File: src/rtl/alu_pkg.sv
// alu_pkg: shared ALU command encodings, command limits and
// protocol-monitor pairing states.
package alu_pkg;

    typedef enum logic [3:0] {
        ADD, SUB, ADD_CIN, SUB_CIN,
        INC_A, DEC_A, INC_B, DEC_B,
        CMP, INC_MUL, SH_MUL
    } arith_cmd_e;

    typedef enum logic [3:0] {
        AND, NAND, OR, NOR, XOR, XNOR,
        NOT_A, NOT_B,
        SHR1_A, SHL1_A, SHR1_B, SHL1_B,
        ROL_A_B, ROR_A_B
    } logic_cmd_e;

    localparam int ARITH_MAX_CMD = 10;
    localparam int LOGIC_MAX_CMD = 13;

    typedef enum logic [1:0] {
        IDLE   = 2'b00,
        WAIT_B = 2'b01,
        WAIT_A = 2'b10
    } pair_state_e;

endpackage

File: src/rtl/alu_sat_counter.sv
// alu_sat_counter: saturating event counter, clr has priority.
// Ports: clk, rst (sync, active-low), clr, inc, cnt.
module alu_sat_counter #(
    parameter int WIDTH = 8
) (
    input  logic             clk,
    input  logic             rst,
    input  logic             clr,
    input  logic             inc,
    output logic [WIDTH-1:0] cnt
);

    always_ff @(posedge clk) begin
        if (!rst) begin
            cnt <= '0;
        end else if (clr) begin
            cnt <= '0;
        end else if (inc && (cnt != '1)) begin
            cnt <= cnt + 1'b1;
        end
    end

endmodule

File: src/rtl/alu_protocol_monitor.sv
// alu_protocol_monitor: watches ALU pins for pairing timeouts,
// output changes while ce is low and illegal commands.
// Ports: clk, rst (sync, active-low), ce, mode, inp_valid, cmd,
// res, err/cout/oflow/g/l/e, clr -> viol_* pulses, *_cnt, pend.
module alu_protocol_monitor
    import alu_pkg::*;
#(
    parameter int DATA_WIDTH  = 8,
    parameter int CMD_WIDTH   = 4,
    parameter int RES_WIDTH   = 2 * DATA_WIDTH,
    parameter int WAIT_CYCLES = 16,
    parameter int CNT_WIDTH   = 8
) (
    input  logic                 clk,
    input  logic                 rst,
    input  logic                 ce,
    input  logic                 mode,
    input  logic [1:0]           inp_valid,
    input  logic [CMD_WIDTH-1:0] cmd,
    input  logic [RES_WIDTH-1:0] res,
    input  logic                 err,
    input  logic                 cout,
    input  logic                 oflow,
    input  logic                 g,
    input  logic                 l,
    input  logic                 e,
    input  logic                 clr,
    output logic                 viol_timeout,
    output logic                 viol_stable,
    output logic                 viol_cmd,
    output logic [CNT_WIDTH-1:0] timeout_cnt,
    output logic [CNT_WIDTH-1:0] stable_cnt,
    output logic [CNT_WIDTH-1:0] cmd_cnt,
    output logic [1:0]           pend
);

    localparam int BUS_W = RES_WIDTH + 6;
    localparam logic [7:0] WIN = 8'(WAIT_CYCLES);

    pair_state_e      state;
    logic [7:0]       wait_cnt;
    logic [BUS_W-1:0] bus;
    logic [BUS_W-1:0] snap;
    logic             snap_ok;
    logic             ce_d;
    logic             same_op;
    logic             partner;
    logic             hit_timeout;
    logic             hit_stable;
    logic             hit_cmd;
    logic [31:0]      cmd_ext;

    assign bus     = {res, err, cout, oflow, g, l, e};
    assign cmd_ext = 32'(cmd);
    assign pend    = state;

    always_comb begin
        same_op = 1'b0;
        partner = 1'b0;
        case (state)
            WAIT_B: begin
                same_op = (inp_valid == 2'b01);
                partner = inp_valid[1];
            end
            WAIT_A: begin
                same_op = (inp_valid == 2'b10);
                partner = inp_valid[0];
            end
            default: ;
        endcase
    end

    // Window expiry: wait_cnt reaches WAIT_CYCLES on the edge after
    // the last accepted partner slot; re-presenting the same
    // operand restarts the window instead.
    assign hit_timeout = ce && (state != IDLE) && !same_op
                         && (wait_cnt == WIN);

    assign hit_stable = snap_ok && !ce_d && (bus != snap);

    assign hit_cmd = ce && (inp_valid != 2'b00) &&
                     (mode ? (cmd_ext > 32'(ARITH_MAX_CMD))
                           : (cmd_ext > 32'(LOGIC_MAX_CMD)));

    always_ff @(posedge clk) begin
        if (!rst) begin
            state    <= IDLE;
            wait_cnt <= '0;
        end else if (ce) begin
            case (state)
                IDLE: begin
                    if (inp_valid == 2'b01) begin
                        state    <= WAIT_B;
                        wait_cnt <= 8'd1;
                    end else if (inp_valid == 2'b10) begin
                        state    <= WAIT_A;
                        wait_cnt <= 8'd1;
                    end
                end
                default: begin
                    if (same_op) begin
                        wait_cnt <= 8'd1;
                    end else if (hit_timeout || partner) begin
                        state    <= IDLE;
                        wait_cnt <= '0;
                    end else begin
                        wait_cnt <= wait_cnt + 8'd1;
                    end
                end
            endcase
        end
    end

    always_ff @(posedge clk) begin
        if (!rst) begin
            viol_timeout <= 1'b0;
            viol_stable  <= 1'b0;
            viol_cmd     <= 1'b0;
            ce_d         <= 1'b0;
            snap_ok      <= 1'b0;
            snap         <= '0;
        end else begin
            viol_timeout <= hit_timeout;
            viol_stable  <= hit_stable;
            viol_cmd     <= hit_cmd;
            ce_d         <= ce;
            snap_ok      <= 1'b1;
            snap         <= bus;
        end
    end

    alu_sat_counter #(.WIDTH(CNT_WIDTH)) u_timeout_cnt (
        .clk(clk), .rst(rst), .clr(clr),
        .inc(hit_timeout), .cnt(timeout_cnt)
    );

    alu_sat_counter #(.WIDTH(CNT_WIDTH)) u_stable_cnt (
        .clk(clk), .rst(rst), .clr(clr),
        .inc(hit_stable), .cnt(stable_cnt)
    );

    alu_sat_counter #(.WIDTH(CNT_WIDTH)) u_cmd_cnt (
        .clk(clk), .rst(rst), .clr(clr),
        .inc(hit_cmd), .cnt(cmd_cnt)
    );

endmodule
File: config.mk
export PLATFORM = sky130hd
export DESIGN_NAME = alu_protocol_monitor
export DESIGN_NICKNAME = d
export VERILOG_FILES = /design/src/rtl/alu_pkg.sv /design/src/rtl/alu_sat_counter.sv /design/src/rtl/alu_protocol_monitor.sv
export SDC_FILE = /design/constraint.sdc
export NUM_CORES = 1
export LEC_CHECK = 0
export BUFFER_PORTS_ARGS = -buffer_cell sky130_fd_sc_hd__buf_4
export CORE_UTILIZATION = 45
export DETAILED_ROUTE_END_ITERATION = 8
export HOLD_SLACK_MARGIN = 0.15
export PLACE_DENSITY_LB_ADDON = 0.1
export SYNTH_ARGS = -nofsm -noshare
export SYNTH_HDL_FRONTEND = slang
export SYNTH_SLANG_ARGS = --single-unit
File: constraint.sdc
create_clock -name clk -period 3.6 [get_ports clk]
set_input_delay 0.36 -clock clk [delete_from_list [all_inputs] [get_ports clk]]
set_output_delay 0.36 -clock clk [all_outputs]
set_load 0.1 [all_outputs]
# Yosys cells after proc, flatten, opt, wreduce, memory -nomap -nowiden

Index checks and enable logic that the tools add are counted.

Reduce and logical (&&, ||, !) cells: 20
Equal/unequal tests: 11
Bitwise gates (word level): 1
Add/sub/neg operators: 4
Magnitude comparators: 2
Muxes and demuxes: 14

Operators by type and width:

| kind                | count |
|---|---|
| $mux 8              | 5 |
| $add 8x1->8 const B | 4 |
| $ne 8x8->1 const B  | 3 |
| $ne 22x22->1        | 1 |
| $logic_and 1x1->1   | 10 |
| $mux 2              | 5 |
| $eq 8x5->1 const B  | 1 |
| $gt 4x4->1 const B  | 2 |
| $reduce_bool 2->1   | 3 |
| $eq 2x1->1 const B  | 2 |
| $eq 2x2->1 const B  | 2 |
| $pmux 1 s2          | 2 |
| $reduce_and 4->1    | 1 |
| $ne 3x3->1 const B  | 1 |
| $logic_not 1->1     | 2 |
| $logic_not 2->1     | 1 |
| $mux 1              | 2 |
| $ne 2x1->1 const B  | 1 |
| $reduce_and 2->1    | 1 |
| $reduce_or 2->1     | 1 |
| $logic_or 1x1->1    | 1 |
| $not 1->1           | 1 |

Input bits: 33
Word-level logic and storage cells: 63
Register bits after elaboration: 61
Output and inout bits: 29

# Logic depth before layout (Yosys ltp)

Gate-level depths: netlist of the first run.

Word-level depth: 9
Gate-level depth with buffers: 9
Gate-level depth less buffers: 8

# Cells and area by module

Synthesis of the first run repeated with hierarchy kept, for this count alone.

Cells, all modules: 310
Area, all modules: 2975.4 um2

Modules (own cells, without submodules):

| module               | sequential area each (um2) | cells each | area each (um2) | instances |
|---|---|---|---|---|
| alu_protocol_monitor | 740.7                      | 172        | 1710.4          | 1 |
| alu_sat_counter      | 160.2                      | 46         | 421.7           | 3 |

# Worst setup path before layout of the first run

OpenSTA, ideal clock, no wires.

Path type: register -> register
From: register state[1] (netlist: pend[1])
To: register u_timeout_cnt.cnt[4]
Period minus slack after synthesis: 2653 ps
Setup slack: 947 ps
Stages on the path, launching flop included: 10
Arrival time: 2586 ps
Buffers on the path: 1
Setup time: 67 ps
Data required time: 3533 ps
Cells stage by stage: dfxtp_1 > inv_1 > ha_1 > a22o_2 > a21oi_2 > o2111a_1 > buf_6 > nand4_1 > xor2_1 > nor2_1

Longest elaborated chain between the ends: 6
Elaborated cells on any way between the ends: 9
Classes of those cells: eq/ne: 2; mux: 1; reduce/logical: 6

RTL lines:

| what                                            | RTL line                   | source |
|---|---|---|
| from (decl)                                     | alu_protocol_monitor.sv:40 | `pair_state_e state;` |
| from (signal assigned)                          | alu_protocol_monitor.sv:87 | `state <= IDLE;` |
| from (signal assigned)                          | alu_protocol_monitor.sv:93 | `state <= WAIT_B;` |
| from (signal assigned)                          | alu_protocol_monitor.sv:96 | `state <= WAIT_A;` |
| $eq 2x2->1 / $eq 2x1->1 (equally long branches) | alu_protocol_monitor.sv:60 | `case (state)` |
| $pmux 1 s2                                      | alu_protocol_monitor.sv:60 |  |
| $logic_not 1->1                                 | alu_protocol_monitor.sv:76 | `assign hit_timeout = ce && (state != IDLE) && !same_op` |
| $logic_and 1x1->1 *                             | alu_protocol_monitor.sv:76 |  |
| $logic_and 1x1->1 *                             | alu_protocol_monitor.sv:77 | `&& (wait_cnt == WIN);` |
| $logic_and 1x1->1 *                             | alu_sat_counter.sv:18      | `end else if (inc && (cnt != '1)) begin` |
| to (signal assigned)                            | alu_sat_counter.sv:19      | `cnt <= cnt + 1'b1;` |
| to (decl)                                       | alu_sat_counter.sv:10      | `output logic [WIDTH-1:0] cnt` |

Every way passes the cells marked *; elsewhere a longest branch is shown, timed or not.
A chain may end at the register's enable or synchronous reset.

# Worst setup path after layout of the first run

From: register wait_cnt[0]
To: register u_timeout_cnt.cnt[4]

Longest elaborated chain between the ends: 3

RTL lines:

| what                   | RTL line                    | source |
|---|---|---|
| from (decl)            | alu_protocol_monitor.sv:41  | `logic [7:0] wait_cnt;` |
| from (signal assigned) | alu_protocol_monitor.sv:107 | `wait_cnt <= wait_cnt + 8'd1;` |
| $eq 8x5->1             | alu_protocol_monitor.sv:77  |  |
| $logic_and 1x1->1      | alu_protocol_monitor.sv:77  |  |
| $logic_and 1x1->1      | alu_sat_counter.sv:18       |  |

Every way passes these cells.

==> summary.md, run 1 <==
| Metric | Value |
|---|---|
| CP delay by family, top | simple AND/OR/NAND/NOR gates |
| Asr flop ratio synth | 0 |
| CP Class | flop to flop |
| Leak | 1.483 nW |
| Fin. max-slew vios | 0 |
| Slowest CP cell | or4b_4 |
| P per Cell Area | 449.1 mW/mm^2 |
| Post-CTS sizing | 0 |
| CP max FO | 7 |
| GPL Wtd Cong | 0.7763 |
| Clock latency on the worst-skew pair | roughly 0.33 ns |
| Pre-Repair DR Iteration Count | 4 |
| Root Driver | clkbuf_8 |
| Die ar. | 0.006539 sq mm |
| Worst Tran Pin Value | roughly 0.85 ns |
| Max_slew headroom | 0.4358 |
| Via count | 2237 |
| Post-CTS Setup Bufs | 0 |
| DRC | 0 |
| Post-Syn Area | roughly 0.0028 sq mm |
| Chip height | 80.87 um |
| Max Clk Rate | 456.0 MHz |
| Num ports | 62 |
| Routed WL per cell | 12.26 um |
| CP Data Arrival Time | 2.38 ns |
| Setup_tns | 0 ns |
| RSZ-0062 raised after global routing | no |
| Worst vdd ir | 192.9 uV |
| Vias per cell | 5.061 |
| Reg2reg end | u_timeout_cnt.cnt[4]$_SDFFE_PP0P_ |
| Worst R2R Setup Slack | 1.41 ns |
| Seq/Total Area, Yosys | 0.4363 |
| Synth top area share | 0.4363 |
| Post-DRT Antenna Nets | 0 |
| PortBufs | 61 |
| Tot Pwr | ~1.6 mW |
| Net Count, Synth | 343 |
| Core Region | slightly below 0.006 sq mm |
| CTS Hold Bufs | 0 |
| Total CTS buffers | 9 |
| Final setup viols | 0 |
| R2R cell count | 8 |
| Layout cells sized above 1 | 0.2398 |
| Hold Crit Endpoint | snap[4]$_SDFF_PN0_ |
| Fin. Hold Viols | 0 |
| Final WL | 5420 um |
| TritonCTS clock tree | done |
| Post-synth cell types | 49 |
| Vias in the first global route | 1969 |
| Sink Count | between 60 and 70 |
| Overall Global Routing Usage | 0.1756 |
| Hold crit path type | primary input to flop |
| Largest net degree at the start of global routing | 34 |
| Final Critical Period | 2.193 ns |
| Largest area contributor in the netlist | dfxtp_1 |
| Critical Path RT | 3.79 ns |
| Commonest cells after routing, fill and taps aside | 61 x dfxtp_1, 61 x buf_4, 30 x nor2_1, 27 x and2_1, 24 x xnor2_1 |
| Synth Instances | 299 |
| Initial Util | 0.4700 |
| Clk_skew | between 0.006 and 0.007 ns |
| Mean area per synthesized cell | 9.361 sq um |
| Initial antenna violation count | 0 |
| Critical path buffers and inverters | 1 |
| Worst path max stage delay | 0.46 ns |
| Final worst path period share | 0.6091 |
| Clk pin slew, worst setup/hold paths | 0.07 ns |
| Fin nets | 406 |
| H-tree levels | 3 |
| Ranking of synthesized cells by area | dfxtp_1 44%, xnor2_1 7.5%, and2_1 6.0% |
| Reg2reg start | wait_cnt[0]$_SDFFE_PN0P_ |
| Crit end category | flop |
| Worst Setup SP | wait_cnt[0]$_SDFFE_PN0P_ |
| Register bit total from synthesis | 61 |
| EDFF count, synth | 0 |
| Setup crit start kind | flop |
| P&R area growth vs syn | 26.55% |
| Hold path startpoint | cout |
| Width of the die | roughly 81 um |
| Max Cap Viol | 0 |
| Dpl hpwl | 3826 um |
| Hold slack | between 0.2 and 0.3 ns |
| Clock tree buffer depth | 2 |
| First-pass GRT wire length | 8776 um |
| Top_reg_cell synth | dfxtp_1 |
| Outcome | finished clean |
| Diode count | 0 |
| Critical path, cell by cell | inv_1, ha_1, or4b_4, nor4b_4, o2111a_1, nand4_1, xor2_1, nor2_1 |
| Drt initial violations | 34 |
| Yosys warning count | 0 |
| Gr ovfl total | 0 |
| Hold path depth | 2 |
| FP Rows | 28 |
==> stage by stage <==
| stage | setup WS (ns) | utilization | cells | instance area [sq um] |
|---|---|---|---|---|
| after floorplan | 0.9474 | - | 299 | 2799 |
| after global placement | 1.296 | 0.5546 | 426 | 3303 |
| after detailed placement | 1.260 | 0.5546 | 426 | 3303 |
| after CTS | 1.391 | 0.5947 | 442 | 3542 |
| after global routing | 1.261 | 0.5947 | 442 | 3542 |
| final | 1.407 | 0.5947 | 442 | 3542 |
==> routing by layer <==
metal	vias to the layer above	global-route usage	wire (um)
met4	0	0.07143	40
met1	1017	0.2325	2677
met5	-	0	0
li1	1160	-	-
met2	55	0.2630	2414
met3	5	0.05506	287
==> sequential cells by signal, indices dropped and copies added, names as in the netlist <==
signal and count:
ce_d 1, pend 2, snap 22, snap_ok 1, u_cmd_cnt.cnt 8, u_stable_cnt.cnt 8, u_timeout_cnt.cnt 8, viol_cmd 1
viol_stable 1, viol_timeout 1, wait_cnt 8
==> synth_stat cells, types with 2 or more instances <==
master and n:
a21oi_1 7, a311oi_1 3, a31o_2 3, a31oi_1 2, a41o_1 2, and2_1 27, and3_1 10, buf_2 2
clkbuf_1 5, dfxtp_1 61, ha_1 11, inv_1 11, mux2i_1 4, nand2_1 19, nand3_1 10, nand4_1 13
nor2_1 30, nor2b_1 2, nor4_1 2, nor4b_1 2, o21a_1 3, o21ai_0 6, or2_2 2, xnor2_1 24
xor2_1 14
==> cells by family (layout without fill, tap and decap cells) <==
| family | Yosys count | after routing | share of synthesized area |
|---|---|---|---|
| buffers and inverters | 20 | 88 | 0.03174 |
| muxes | 4 | 4 | 0.01431 |
| and+or+nand+nor | 128 | 128 | 0.2530 |
| AOI/OAI and AO/OA | 37 | 37 | 0.09657 |
| DFF | 61 | 61 | 0.4363 |
| adders and majority gates | 11 | 11 | 0.04917 |
| xor gates and xnor gates | 38 | 38 | 0.1189 |
==> worst max path at each step <==
stage                                        end  slack [ns]  cells after the start
2_1_floorplan  u_timeout_cnt.cnt[4]$_SDFFE_PP0P_        0.95                      9
3_3_place_gp    u_stable_cnt.cnt[2]$_SDFFE_PP0P_        1.30                      7
3_5_place_dp    u_stable_cnt.cnt[2]$_SDFFE_PP0P_        1.26                      7
4_1_cts        u_timeout_cnt.cnt[4]$_SDFFE_PP0P_        1.39                      8
5_1_grt         u_stable_cnt.cnt[1]$_SDFFE_PP0P_        1.26                      6
6_report       u_timeout_cnt.cnt[4]$_SDFFE_PP0P_        1.41                      8
==> final cells by class <==
cell class                      instances  area, sq um
Fill cell                             566         2414
Multi-Input combinational cell        218         1489
Sequential cell                        61         1221
Timing Repair Buffer                   61        457.9
Clock buffer                           10        127.6
Clock inverter                          6        111.4
Tap cell                               75        93.84
Inverter                               11        41.29
==> where the power goes <==
part           internal, mW  total, mW  switching, mW
Sequential            0.694      0.705         0.0104
Combinational        0.0712      0.160         0.0892
Clock                 0.460      0.726          0.266
Total                  1.23       1.59          0.366
No activity file was read; power rests on OpenSTA's default activity.
==> run 2, diff against run 1 <==
- ABC_AREA: not set -> 1
- clock period: 3.6 -> 1.8 ns (I/O delays scaled with it)
==> summary.md, run 2 <==
| Metric | Value |
|---|---|
| Outcome | finished clean (unchanged) |
| TritonCTS clock tree | done (unchanged) |
| Overall Global Routing Usage | 0.1930 (was 0.1756) |
| Final WL | 6835 um (was 5420 um) |
| Final setup viols | 0 (unchanged) |
| Pre-Repair DR Iteration Count | 4 (unchanged) |
| Net Count, Synth | 533 (was 343) |
| Largest register FFs | 22 (unchanged) |
| Max Clk Rate | 596.2 MHz (was 456.0 MHz) |
| Clock share of power | 0.406 (was 0.456) |
| Critical path, cell by cell | inv_1, ha_1, nand2_2, nand2_4, nor2_8, nand2_4, clkinv_4, nand2_8, clkinvlp_4, o21ai_2, a21oi_1 (was inv_1, ha_1, or4b_4, nor4b_4, o2111a_1, nand4_1, xor2_1, nor2_1) |
| Initial Util | 0.4757 (was 0.4700) |
| Asr flop ratio synth | 0 (unchanged) |
| Logic pwr share | 0.158 (was 0.101) |
| Post-Syn Area | 0.003286 sq mm (was 0.002799 sq mm) |
| Count leader, synth | nand2_1 (was dfxtp_1) |
| CP Data Arrival Time | 1.94 ns (was 2.38 ns) |
| FP Rows | 30 (was 28) |
| Final worst path period share | 0.9318 (was 0.6091) |
| Ranking of synthesized cells by area | dfxtp_1 37%, nand2_1 17%, inv_1 10% (was dfxtp_1 44%, xnor2_1 7.5%, and2_1 6.0%) |
| P per Cell Area | 739.1 mW/mm^2 (was 449.1 mW/mm^2) |
| Hold crit path type | primary input to flop (unchanged) |
| Total CTS buffers | 9 (unchanged) |
| DRC | 0 (unchanged) |
| EDFF count, synth | 0 (unchanged) |
| Drt initial violations | 123 (was 34) |
| Worst vdd ir | 711.3 uV (was 192.9 uV) |
| Register bit total from synthesis | 61 (unchanged) |
| Largest area contributor in the netlist | dfxtp_1 (unchanged) |
| Power Internal | 2.361 mW (was 1.225 mW) |
| Routed WL per cell | 9.964 um (was 12.26 um) |
| Vias per cell | 4.515 (was 5.061) |
| Mean area per synthesized cell | 6.719 sq um (was 9.361 sq um) |
| GPL Wtd Cong | 0.8132 (was 0.7763) |
| P&R area growth vs syn | 34.04% (was 26.55%) |
| Leading cell type in the layout, fill and taps excluded | nand2_1 |
| Fin. max-slew vios | 0 (unchanged) |
| Vias in the first global route | 2885 (was 1969) |
| Most instantiated cells after synthesis | 145 x nand2_1, 90 x inv_1, 61 x dfxtp_1 (was 61 x dfxtp_1, 30 x nor2_1, 27 x and2_1) |
| Clk_skew | 0.01075 ns (was 0.006577 ns) |
| Dpl hpwl | 4810 um (was 3826 um) |
| Die ar. | 0.007648 sq mm (was 0.006539 sq mm) |
| Diode count | 0 (unchanged) |
| Commonest cells after routing, fill and taps aside | 145 x nand2_1, 90 x inv_1, 67 x buf_4, 53 x nor2_1, 39 x dfxtp_1 (was 61 x dfxtp_1, 61 x buf_4, 30 x nor2_1, 27 x and2_1, 24 x xnor2_1) |
| Biggest register | snap (unchanged) |
| H-tree levels | 3 (unchanged) |
| Cell mode on critical path | nand2_4 |
| Final Critical Period | 1.677 ns (was 2.193 ns) |
| Seq/Total Area, Yosys | 0.3717 (was 0.4363) |
| Max_slew headroom | 0.7221 (was 0.4358) |
| Width of the die | 87.45 um (was 80.87 um) |
| Clk pin slew, worst setup/hold paths | 0.07 ns (about the same) |
| Clock latency on the worst-skew pair | 0.34 ns (was 0.33 ns) |
| Worst Tran Pin Value | 0.4131 ns (was 0.8463 ns) |
| First-pass GRT wire length | 11590 um (was 8776 um) |
| Synth Instances | 489 (was 299) |
| Fin nets | 629 (was 406) |
| Sink Count | 61 (unchanged) |
| Top_reg_cell synth | dfxtp_1 (unchanged) |
| Clock tree buffer depth | 2 (unchanged) |
| Critical Path RT | 2.06 ns (was 3.79 ns) |
| Slowest CP cell | dfxtp_4 (was or4b_4) |
| PortBufs | 61 (unchanged) |
| Storage cell area | 0.001264 sq mm (was 0.001221 sq mm) |
| Switching power | 0.8941 mW (was 0.3656 mW) |
| Area of the multi-input gates | 0.001642 sq mm (was 0.001489 sq mm) |
| RSZ-0062 raised after global routing | no (unchanged) |
| Post-DRT Antenna Nets | 0 (unchanged) |
| Sw Share | 0.2747 (was 0.2298) |
| Num ports | 62 (unchanged) |
| Yosys warning count | 0 (unchanged) |
| CP max FO | 11 (was 7) |
| Chip height | 87.45 um (was 80.87 um) |
| Tot Pwr | 3.255 mW (was 1.591 mW) |
| CP delay by family, top | simple AND/OR/NAND/NOR gates (unchanged) |
| Setup_tns | 0 ns (unchanged) |
| Initial antenna violation count | 0 (unchanged) |
| Max Cap Viol | 0 (unchanged) |
| Fin. Hold Viols | 0 (unchanged) |
| Fill count | 635 (was 566) |
| Synth top area share | 0.3717 (was 0.4363) |
| CP Class | flop to flop (unchanged) |
| Worst path max stage delay | 0.37 ns (was 0.46 ns) |
| Leak | 2.202 nW (was 1.483 nW) |
| Core Region | 0.006907 sq mm (was 0.005956 sq mm) |
| Via count | 3097 (was 2237) |
| Sequential Power Share | 0.436 (was 0.443) |
| Largest net degree at the start of global routing | 30 (was 34) |
| Root Driver | clkbuf_8 (unchanged) |
| Critical path buffers and inverters | 3 (was 1) |
| Layout cells sized above 1 | 0.2322 (was 0.2398) |
| Crit end category | flop (unchanged) |
| Post-synth cell types | 38 (was 49) |
| Gr ovfl total | 0 (unchanged) |
| Setup crit start kind | flop (unchanged) |
## run 2: power groups by stage
stage               Sequential [mW]  Combinational, mW  Clock [mW]
floorplan                      1.53              0.237           0
global placement               1.45              0.453           0
detailed placement             1.45              0.462           0
CTS                            1.42              0.506        1.37
global route                   1.42              0.575        1.42
finish                         1.42              0.514        1.32
## run 2: worst reg2reg max path, stage by stage (launching register included)
cell,delay (ns)
dfxtp_4,0.37
inv_1,0.06
ha_1,0.32
nand2_2,0.11
nand2_4,0.07
nor2_8,0.12
nand2_4,0.10
clkinv_4,0.08
nand2_8,0.07
clkinvlp_4,0.12
o21ai_2,0.06
a21oi_1,0.13
## run 2: cell families (layout without fill, tap and decap cells)
logic type | after synthesis | in the layout | share of synthesized area
AO/OA/AOI/OAI | 37 | 37 | 0.06169
XOR/XNOR | 13 | 13 | 0.03465
AND/OR/NAND/NOR | 255 | 255 | 0.3545
flip-flops | 61 | 61 | 0.3717
buffers and inverters | 112 | 213 | 0.1356
adder cells (fa/ha/maj) | 11 | 11 | 0.04189
## run 2: final timing paths
check,slack (ns),to,depth (start not counted),start
worst min-delay path,0.22,viol_cmd$_SDFF_PN0_,3,cmd[0]
worst max-delay path,0.12,u_timeout_cnt.cnt[7]$_SDFFE_PP0P_,11,pend[0]$_SDFFE_PN0P_
worst max register to register,0.12,u_timeout_cnt.cnt[7]$_SDFFE_PP0P_,11,pend[0]$_SDFFE_PN0P_
worst min register to register,0.48,u_cmd_cnt.cnt[3]$_SDFFE_PP0P_,2,u_cmd_cnt.cnt[3]$_SDFFE_PP0P_
## run 2: cell type report
class	instances	area share
clock buffer	12	0.03778
clock inverter	4	0.01222
inverter	105	0.09205
multi-input combinational	316	0.3727
sequential	61	0.2869
tap	96	0.02727
timing repair buffer	92	0.1710
## run 2: repair_timing
item	CTS	global route
buffers inserted	0	2
hold buffers	25	0
hold endpoints to repair	26	0
resized for setup	0	5
endpoints found under the setup margin	0	12
## run 2: metal layers
metal | part of all wire | global-route usage
met3 | 0.054 | 0.06161
met2 | 0.49 | 0.3438
met5 | 0 | 0
met1 | 0.44 | 0.2114
met4 | 0.021 | 0.07750
## run 2: per-stage QoR
stage	util	hold slack [ns]	worst slack [ns]	cell area [sq um]	instances
3_5_place_dp	0.5636	0.3821	0.1042	3892	643
5_1_grt	0.6377	0.2245	0.005817	4404	686
3_3_place_gp	0.5636	0.3778	0.1792	3892	643
4_1_cts	0.6317	0.2081	0.08006	4363	684
6_report	0.6377	0.2216	0.1227	4404	686
2_1_floorplan	-	0.2077	-0.02656	3328	489
